--- src/rtl/wb_arbiter.sv ---
// Slot-driven Wishbone arbiter: one transaction per timing slot, optional donation of
// idle slots in round-robin order, ack routing back to the owner and ack timeout recovery.
module wb_arbiter #(
   parameter int NUM_CTL       = 3,
   parameter int TIMEOUT       = 15,
   parameter bit DONATE        = 1'b1,
   parameter int WB_ADDR_WIDTH = 16,
   parameter int DATA_WIDTH    = 8,
   localparam int OW           = $clog2(NUM_CTL)
) (
   input  logic                             wb_clock_i,
   input  logic                             wb_reset_ni,
   input  logic [NUM_CTL-1:0]               slot_grant_i,
   input  logic                             slot_strobe_i,
   input  logic [NUM_CTL*WB_ADDR_WIDTH-1:0] ctl_addr_i,
   input  logic [NUM_CTL*DATA_WIDTH-1:0]    ctl_data_i,
   input  logic [NUM_CTL-1:0]               ctl_we_i,
   input  logic [NUM_CTL-1:0]               ctl_cycle_i,
   input  logic [NUM_CTL-1:0]               ctl_strobe_i,
   output logic [NUM_CTL-1:0]               ctl_stall_o,
   output logic [NUM_CTL-1:0]               ctl_ack_o,
   output logic [DATA_WIDTH-1:0]            ctl_data_o,
   output logic [WB_ADDR_WIDTH-1:0]         wb_addr_o,
   output logic [DATA_WIDTH-1:0]            wb_data_o,
   output logic                             wb_we_o,
   output logic                             wb_cycle_o,
   output logic                             wb_strobe_o,
   input  logic                             wb_stall_i,
   input  logic                             wb_ack_i,
   input  logic [DATA_WIDTH-1:0]            wb_data_i,
   output logic                             busy_o,
   output logic [OW-1:0]                    owner_o,
   output logic                             timeout_o,
   input  logic                             timeout_clear_i
);

   localparam logic [0:0] IDLE     = 1'b0;
   localparam logic [0:0] WAIT_ACK = 1'b1;

   logic [0:0]         state;
   logic [OW-1:0]      owner;
   logic [OW-1:0]      rr_ptr;
   logic [7:0]         timer;
   logic [NUM_CTL-1:0] req;
   logic [OW-1:0]      grant_idx;
   logic               grant_any;
   logic [OW-1:0]      don_idx;
   logic               don_any;
   logic [OW-1:0]      scan_idx;
   logic [OW-1:0]      cand;
   logic               cand_any;
   logic               donated;
   logic               issue;
   logic [OW-1:0]      sel;
   logic               in_wait;
   logic               owner_cyc;
   logic               abort;
   logic               acked;
   logic               fire;

   assign req     = ctl_cycle_i & ctl_strobe_i;
   assign in_wait = (state == WAIT_ACK);

   // Lowest set grant bit wins when the timing generator misbehaves.
   always_comb begin
      grant_idx = '0;
      grant_any = 1'b0;
      for (int k = NUM_CTL - 1; k >= 0; k--) begin
         if (slot_grant_i[k]) begin
            grant_idx = OW'(k);
            grant_any = 1'b1;
         end
      end
   end

   always_comb begin
      don_idx  = '0;
      don_any  = 1'b0;
      scan_idx = '0;
      for (int i = 0; i < NUM_CTL; i++) begin
         scan_idx = OW'((int'(rr_ptr) + i) % NUM_CTL);
         if (!don_any && req[scan_idx]) begin
            don_any = 1'b1;
            don_idx = scan_idx;
         end
      end
   end

   always_comb begin
      cand     = '0;
      cand_any = 1'b0;
      donated  = 1'b0;
      if (!in_wait && slot_strobe_i) begin
         if (grant_any && req[grant_idx]) begin
            cand     = grant_idx;
            cand_any = 1'b1;
         end else if (DONATE && don_any) begin
            cand     = don_idx;
            cand_any = 1'b1;
            donated  = 1'b1;
         end
      end
   end

   assign issue     = cand_any && !wb_stall_i;
   assign sel       = cand_any ? cand : owner;
   assign owner_cyc = ctl_cycle_i[owner];
   assign abort     = in_wait && !owner_cyc;
   assign acked     = in_wait && owner_cyc && wb_ack_i;
   assign fire      = in_wait && owner_cyc && !wb_ack_i && (timer == 8'(TIMEOUT - 1));

   always_comb begin
      wb_addr_o = '0;
      wb_data_o = '0;
      wb_we_o   = 1'b0;
      for (int k = 0; k < NUM_CTL; k++) begin
         if (OW'(k) == sel) begin
            wb_addr_o = ctl_addr_i[k*WB_ADDR_WIDTH +: WB_ADDR_WIDTH];
            wb_data_o = ctl_data_i[k*DATA_WIDTH +: DATA_WIDTH];
            wb_we_o   = ctl_we_i[k];
         end
      end
   end

   always_comb begin
      ctl_stall_o = '1;
      ctl_ack_o   = '0;
      for (int k = 0; k < NUM_CTL; k++) begin
         if (issue && OW'(k) == cand) ctl_stall_o[k] = 1'b0;
         if ((acked || fire) && OW'(k) == owner) ctl_ack_o[k] = 1'b1;
      end
   end

   assign ctl_data_o  = fire ? '1 : wb_data_i;
   assign wb_strobe_o = issue;
   assign wb_cycle_o  = in_wait ? owner_cyc : cand_any;
   assign busy_o      = in_wait;
   assign owner_o     = owner;

   always_ff @(posedge wb_clock_i) begin
      if (!wb_reset_ni) begin
         state     <= IDLE;
         owner     <= '0;
         rr_ptr    <= '0;
         timer     <= '0;
         timeout_o <= 1'b0;
      end else begin
         if (fire) timeout_o <= 1'b1;
         else if (timeout_clear_i) timeout_o <= 1'b0;

         if (!in_wait) begin
            if (issue) begin
               state <= WAIT_ACK;
               owner <= cand;
               timer <= '0;
               if (donated) rr_ptr <= (cand == OW'(NUM_CTL - 1)) ? '0 : cand + 1'b1;
            end
         end else begin
            timer <= timer + 8'd1;
            if (abort || acked || fire) state <= IDLE;
         end
      end
   end

   always_ff @(posedge wb_clock_i) begin
      if (wb_reset_ni) assert ($onehot0(slot_grant_i));
   end

endmodule

--- config.mk ---
export PLATFORM = sky130hd
export DESIGN_NAME = wb_arbiter
export DESIGN_NICKNAME = d
export VERILOG_FILES = /design/src/rtl/wb_arbiter.sv
export SDC_FILE = /design/constraint.sdc
export NUM_CORES = 1
export LEC_CHECK = 0
export CORE_MARGIN = 1.5
export CORE_UTILIZATION = 35
export DETAILED_ROUTE_END_ITERATION = 12
export PLACE_DENSITY = 0.82
export SLEW_MARGIN = 25
export SYNTH_ARGS = -nofsm -noshare
export SYNTH_HDL_FRONTEND = slang
export SYNTH_SLANG_ARGS = --single-unit
export TNS_END_PERCENT = 30
--- constraint.sdc ---
create_clock -name wb_clock_i -period 3.7 [get_ports wb_clock_i]
set_input_delay 0.925 -clock wb_clock_i [delete_from_list [all_inputs] [get_ports wb_clock_i]]
set_output_delay 0.925 -clock wb_clock_i [all_outputs]
set_load 0.005 [all_outputs]
Word level (Yosys, flattened, before mapping)
Cells that the tools add are included.

operators by class
  div/mod/pow operators = 3
  reductions and logical operators = 32
  multipliers = 0
  add/subtract/negate cells = 4
  order comparisons = 5
  multiplexer cells = 56
  equal/unequal tests = 8
  shift-type cells = 0
  bitwise logic cells = 2

operator list
  cell                                                                          count
  32-bit by 3-bit remainder unit with 32-bit output, second input constant      2
  16-bit 2-to-1 mux                                                             3
  8-bit 2-to-1 mux                                                              6
  3-bit by 3-bit remainder unit with 32-bit output, second input constant       1
  1-bit 2-to-1 mux                                                              31
  2-bit 2-to-1 mux                                                              11
  1-bit logical AND                                                             16
  2-bit by 3-bit less-than comparator with 1-bit output, second input constant  5
  1-bit binary-select mux with 2-bit select                                     5
  8-bit by 1-bit adder with 8-bit output, second input constant                 1
  8-bit by 4-bit == test with 1-bit output, second input constant               1
  1-bit by 2-bit == test with 1-bit output, first input constant                3
  2-bit == test, first input constant                                           3
  1-bit logical NOT                                                             6
  2-bit logical NOT                                                             3
  2-bit nonzero test                                                            2
  2-bit by 1-bit adder with 3-bit output, second input constant                 1
  2-bit by 2-bit adder with 3-bit output, second input constant                 1
  3-bit AND                                                                     1
  1-bit logical OR                                                              3
  3-bit AND reduction                                                           1
  2-bit by 1-bit adder with 2-bit output, second input constant                 1
  2-bit == test, second input constant                                          1
  2-bit AND reduction                                                           1
  1-bit inverter                                                                1

storage, ports and cells
  input port bits = 98
  bits in registers = 14
  bits in latches = 0
  memories kept = 0
  ROM bits = 0
  logic and storage cells = 115
  RAM bits = 0
  output and inout port bits = 45

Logic depth before layout (Yosys ltp)
  depth after elaboration = 18
  depth in mapped cells = 11

Least setup slack after synthesis
No wires, ideal clock.

  path kind = input to output
  from = in ctl_cycle_i[2]
  to = out wb_addr_o[0]
  data arrival time = 2.484 ns
  path buffers = 2
  setup slack = 0.291 ns
  cell stages on the path = 8
  cell sequence = nand2_2 -> nor4b_4 -> o21ai_2 -> and3_1 -> buf_6 -> o211a_4 -> buf_6 -> a221o_1

between the ends
  cells in the longest elaborated chain, start to end = 18
  elaborated cells on any way between the ends = 33
  those cells by class = eq/ne (2); mux (24); bitwise (1); reduce/logical (6)

ends and longest elaborated chain
  what                                                  line  source
  from (decl)                                           18    input logic [NUM_CTL-1:0] ctl_cycle_i,
  3-bit AND (*)                                         61    assign req = ctl_cycle_i & ctl_strobe_i;
  1-bit binary-select mux with 2-bit select             82    if (!don_any && req[scan_idx]) begin
  1-bit 2-to-1 mux (not written as such)                82
  1-bit 2-to-1 mux                                      82
  1-bit logical NOT                                     82
  1-bit logical AND                                     82
  1-bit 2-to-1 mux                                      82
  1-bit logical NOT                                     82
  1-bit logical AND                                     82
  2-bit 2-to-1 mux or 1-bit 2-to-1 mux (tied branches)  82
  2-bit 2-to-1 mux or 1-bit 2-to-1 mux (tied branches)  97    end else if (DONATE && don_any) begin
  2-bit 2-to-1 mux or 1-bit 2-to-1 mux (tied branches)  94    if (grant_any && req[grant_idx]) begin
  2-bit 2-to-1 mux or 1-bit 2-to-1 mux (tied branches)  93    if (!in_wait && slot_strobe_i) begin
  2-bit 2-to-1 mux (*)                                  106   assign sel = cand_any ? cand : owner;
  2-bit logical NOT                                     117   if (OW'(k) == sel) begin
  16-bit 2-to-1 mux (2 in a row)                        117
  16-bit 2-to-1 mux (*)                                 117
  to (decl)                                             23    output logic [WB_ADDR_WIDTH-1:0] wb_addr_o,

Every way passes the cells marked *; elsewhere a longest branch is shown, timed or not. The select of a mux whose other input is x is not followed.

Worst setup path after layout
  from = in slot_grant_i[0]
  to = out wb_data_o[0]

between the ends
  cells in the longest elaborated chain, start to end = 11
  elaborated cells on any way between the ends = 16
  those cells by class = eq/ne (2); mux (12); reduce/logical (2)

ends and longest elaborated chain
  what                                                  line  source
  from (decl)                                           13    input logic [NUM_CTL-1:0] slot_grant_i,
  2-bit 2-to-1 mux                                      69    if (slot_grant_i[k]) begin
  1-bit binary-select mux with 2-bit select             94
  1-bit 2-to-1 mux (not written as such)                94
  1-bit logical AND                                     94
  2-bit 2-to-1 mux or 1-bit 2-to-1 mux (tied branches)  94
  2-bit 2-to-1 mux or 1-bit 2-to-1 mux (tied branches)  93
  2-bit 2-to-1 mux (*)                                  106
  2-bit logical NOT                                     117
  8-bit 2-to-1 mux (2 in a row)                         117
  8-bit 2-to-1 mux (*)                                  117
  to (decl)                                             24    output logic [DATA_WIDTH-1:0] wb_data_o,

Marked as above.

==> metrics.txt <==
status finished, violations left; failing checks negative setup slack; clock sinks 14; Pleak ~1.7 nW; Slew Viols, Final 0; first-pass GRT wire length about 14,000 microns; worst hold margin 0.487 ns; dpl hpwl 5590 microns; hold buffers post-CTS 0; main combinational cell family by area after synthesis simple AND/OR/NAND/NOR gates; setup TNS -0.0200 ns; initial antenna violation count 0; peak fanout along the critical path 13; Syn Inst Count 290; gr usage total roughly 29%; largest net degree at the start of global routing 27; Critical Path AT between 2 and 3 ns; part of the cycle the worst path needs 101%; vias 3,045; Port Buffers about 140; Period minus WS final around 3.7 ns; Starting Density ~36%; syn_nets slightly below 400; Crit. End Element output pin; simple-gate share of the synthesized area around 36%; slew margin rel. 67.2%; Netlist Area Pre-Place ~2000 sq um; WL/cell ~17 microns; Detailed Route Iter0 Violations between 200 and 300; Post-Synth XOR/XNOR Area 0.893%; slowest stage cell, crit path o31ai_4; core area roughly 5500 sq um; crit-path max cell delay roughly 0.37 ns; Netlist cell types 51; HP Class flip-flop to flip-flop; Syn. warnings 0; Synth Area in Compound Gates a little over a third; Syn-to-layout area delta 107%; Max Fclk between 200 and 300 MHz; vias in the first global route 2,985; Via density about 5.6; clock skew 0.000488 ns; Top Ports 143; Die Y between 70 and 80 microns; Final Setup Violations 1; CP startpoint kind input port; Syn Area/Cell 6.77 sq um; EDFF count, synth 0; clock buffer depth 2; Power Density around 200 nW/um^2; Required @ worst endpoint around 2.8 ns; post-synthesis mux area share between 1 and 1.5%; crit path kind input port to output pin; latest clock arrival within the worst-skew pair about 0.25 ns; Worst-Margin Slew 0.487 ns; clk slew on worst S/H paths approximately 0.06 ns; most used cell, CP buf_12; maxcap violations 0; DRT Pass-1 Iters 4; top_reg_cell synth dfxtp_1; Async SR Flop Fraction 0%; # diodes 0; fraction of layout cells with a size suffix above 1 between 20% and 30%; cts bufs inserted 3; gpl congestion approximately 0.88; CTS root buf clkbuf_8; htree depth 1; sequential fraction of the synthesis area between 10 and 15%; Peak supply drop approximately 0.27 mV; Routed Antenna Nets 0; crit-path cells buf_2 > nand2b_1 > o21ai_2 > buf_4 > o31ai_4 > buf_12 > buf_12 > nand2_1 > a211oi_1 > a221o_1 > clkdlybuf4s15_1; Rows 27; Yosys reg bits 14; full die area 6060 sq um; Post-Route WL a little over 9000 microns; die span in x 77.9 microns; GRT overflow 0; unrepaired setup endpoints after global routing true; endpoints failing hold 0; final worst setup slack -0.0200 ns; remaining routing DRC violations 0; TritonCTS clock tree done; Synth Area in Adders 2.55%; Total Nets Final between 500 and 600
-- path summary, 6_finish.rpt --
path / startpoint / to / slack [ns] / cells after the start
min reg2reg: timeout_o / timeout_o / 0.49 / 2
max: slot_grant_i[0] / wb_data_o[0] / -0.02 / 11
max reg2reg: rr_ptr[0] / rr_ptr[1] / 1.22 / 10
min: timeout_o / timeout_o / 0.49 / 2
-- critical path, delay by kind of cell --
family	cells	cell delay, ns
AOI/OAI and AO/OA	4	0.89
buffers and inverters	5	0.78
and+or+nand+nor	2	0.21
-- flip-flops by register name, indices dropped and copies added, names as in the netlist --
signal / count
busy_o: 1
owner_o: 2
rr_ptr: 2
timeout_o: 1
timer: 8
-- routing by layer --
layer | track usage, % | wire length, microns | vias to the layer above
met4 | 13.3 | 272 | 0
met2 | 52.5 | 4910 | 129
met3 | 4.94 | 516 | 28
met5 | 0 | 0 | -
li1 | - | - | 1443
met1 | 31.4 | 3550 | 1445
-- power by group --
group,internal (mW),switching [mW]
registers,0.154,0.00367
clock network,0.0944,0.0561
logic,0.302,0.210
-- layout by cell type (no fill, tap or decap), types with 2 or more instances in the layout --
| cell | instances |
|---|---|
| clkdlybuf4s50_1 | 105 |
| nand2_1 | 63 |
| buf_4 | 39 |
| nor2_1 | 31 |
| a221o_1 | 25 |
| buf_6 | 18 |
| a211oi_1 | 16 |
| clkbuf_2 | 15 |
| dfxtp_1 | 14 |
| nand2b_1 | 12 |
| a21oi_1 | 11 |
| buf_2 | 10 |
| a211oi_2 | 9 |
| nand3_1 | 7 |
| inv_1 | 6 |
| nand4_1 | 6 |
| o211a_4 | 5 |
| o21ai_0 | 5 |
| nor3_1 | 4 |
| clkbuf_8 | 4 |
| nor4_1 | 3 |
| and3_1 | 3 |
| buf_16 | 3 |
| clkdlybuf4s15_1 | 3 |
| and3_4 | 2 |
| o21ai_2 | 2 |
| o211ai_1 | 2 |
| nor4b_1 | 2 |
| or2_2 | 2 |
| xor2_1 | 2 |
| ha_1 | 2 |
| dlygate4sd2_1 | 2 |
| clkdlybuf4s15_2 | 2 |
| buf_12 | 2 |
-- synthesized netlist by cell type, types with 2 or more instances --
master     n  area (sq um)
o21ai_0    5          25.0
o21ai_2    2          17.5
a21oi_1   11          55.1
nand2b_1  12          75.1
nand4_1    6          37.5
nor4_1     3          18.8
buf_6      4          45.0
a221o_1   25           250
clkbuf_1  18          67.6
nand2_1   63           236
o211ai_1   2          15.0
a31oi_1    2          12.5
buf_2      4          20.0
xor2_1     2          17.5
dfxtp_1   14           280
and3_1     4          25.0
inv_1      7          26.3
nor4b_1    2          17.5
nor2_1    32           120
buf_4      2          15.0
ha_1       4          50.1
nor3_1     5          25.0
or2_2      2          12.5
nand3_1    8          40.0
a211oi_1  25           188
-- cells by family after synthesis --
kind of cell | Yosys count
adders and majority gates | 4
and+or+nand+nor | 148
muxes | 2
DFF | 14
AOI/OAI and AO/OA | 85
xor gates and xnor gates | 2
buffers and inverters | 35
-- final cells by class --
type,instances,area [sq um]
multi-input cells,244,1720
fillers,408,1410
repair buffers,201,1890
inverters,7,26.3
clock buffers,4,55.1
flip-flops and latches,14,280
well taps,72,90.1
-- metrics by stage --
step           power, mW  instances  setup WS (ns)  util, %  instance area, sq um
5_1_grt            0.872        542         -0.156     74.3                  4060
3_5_place_dp       0.619        511         -0.689     66.0                  3610
2_1_floorplan      0.351        290          0.291        -                  1960
4_1_cts            0.805        542       -0.00971     73.6                  4030
6_report           0.820        542        -0.0200     74.3                  4060
3_3_place_gp       0.614        511         -0.687     66.0                  3610
-- repair_timing --
action,in CTS,in global routing
resized for setup,136,40
setup buffers,21,1
cloned,7,0
pin swaps,20,10
endpoints found under the setup margin,40,30
No activity file was read; power rests on OpenSTA's default activity.
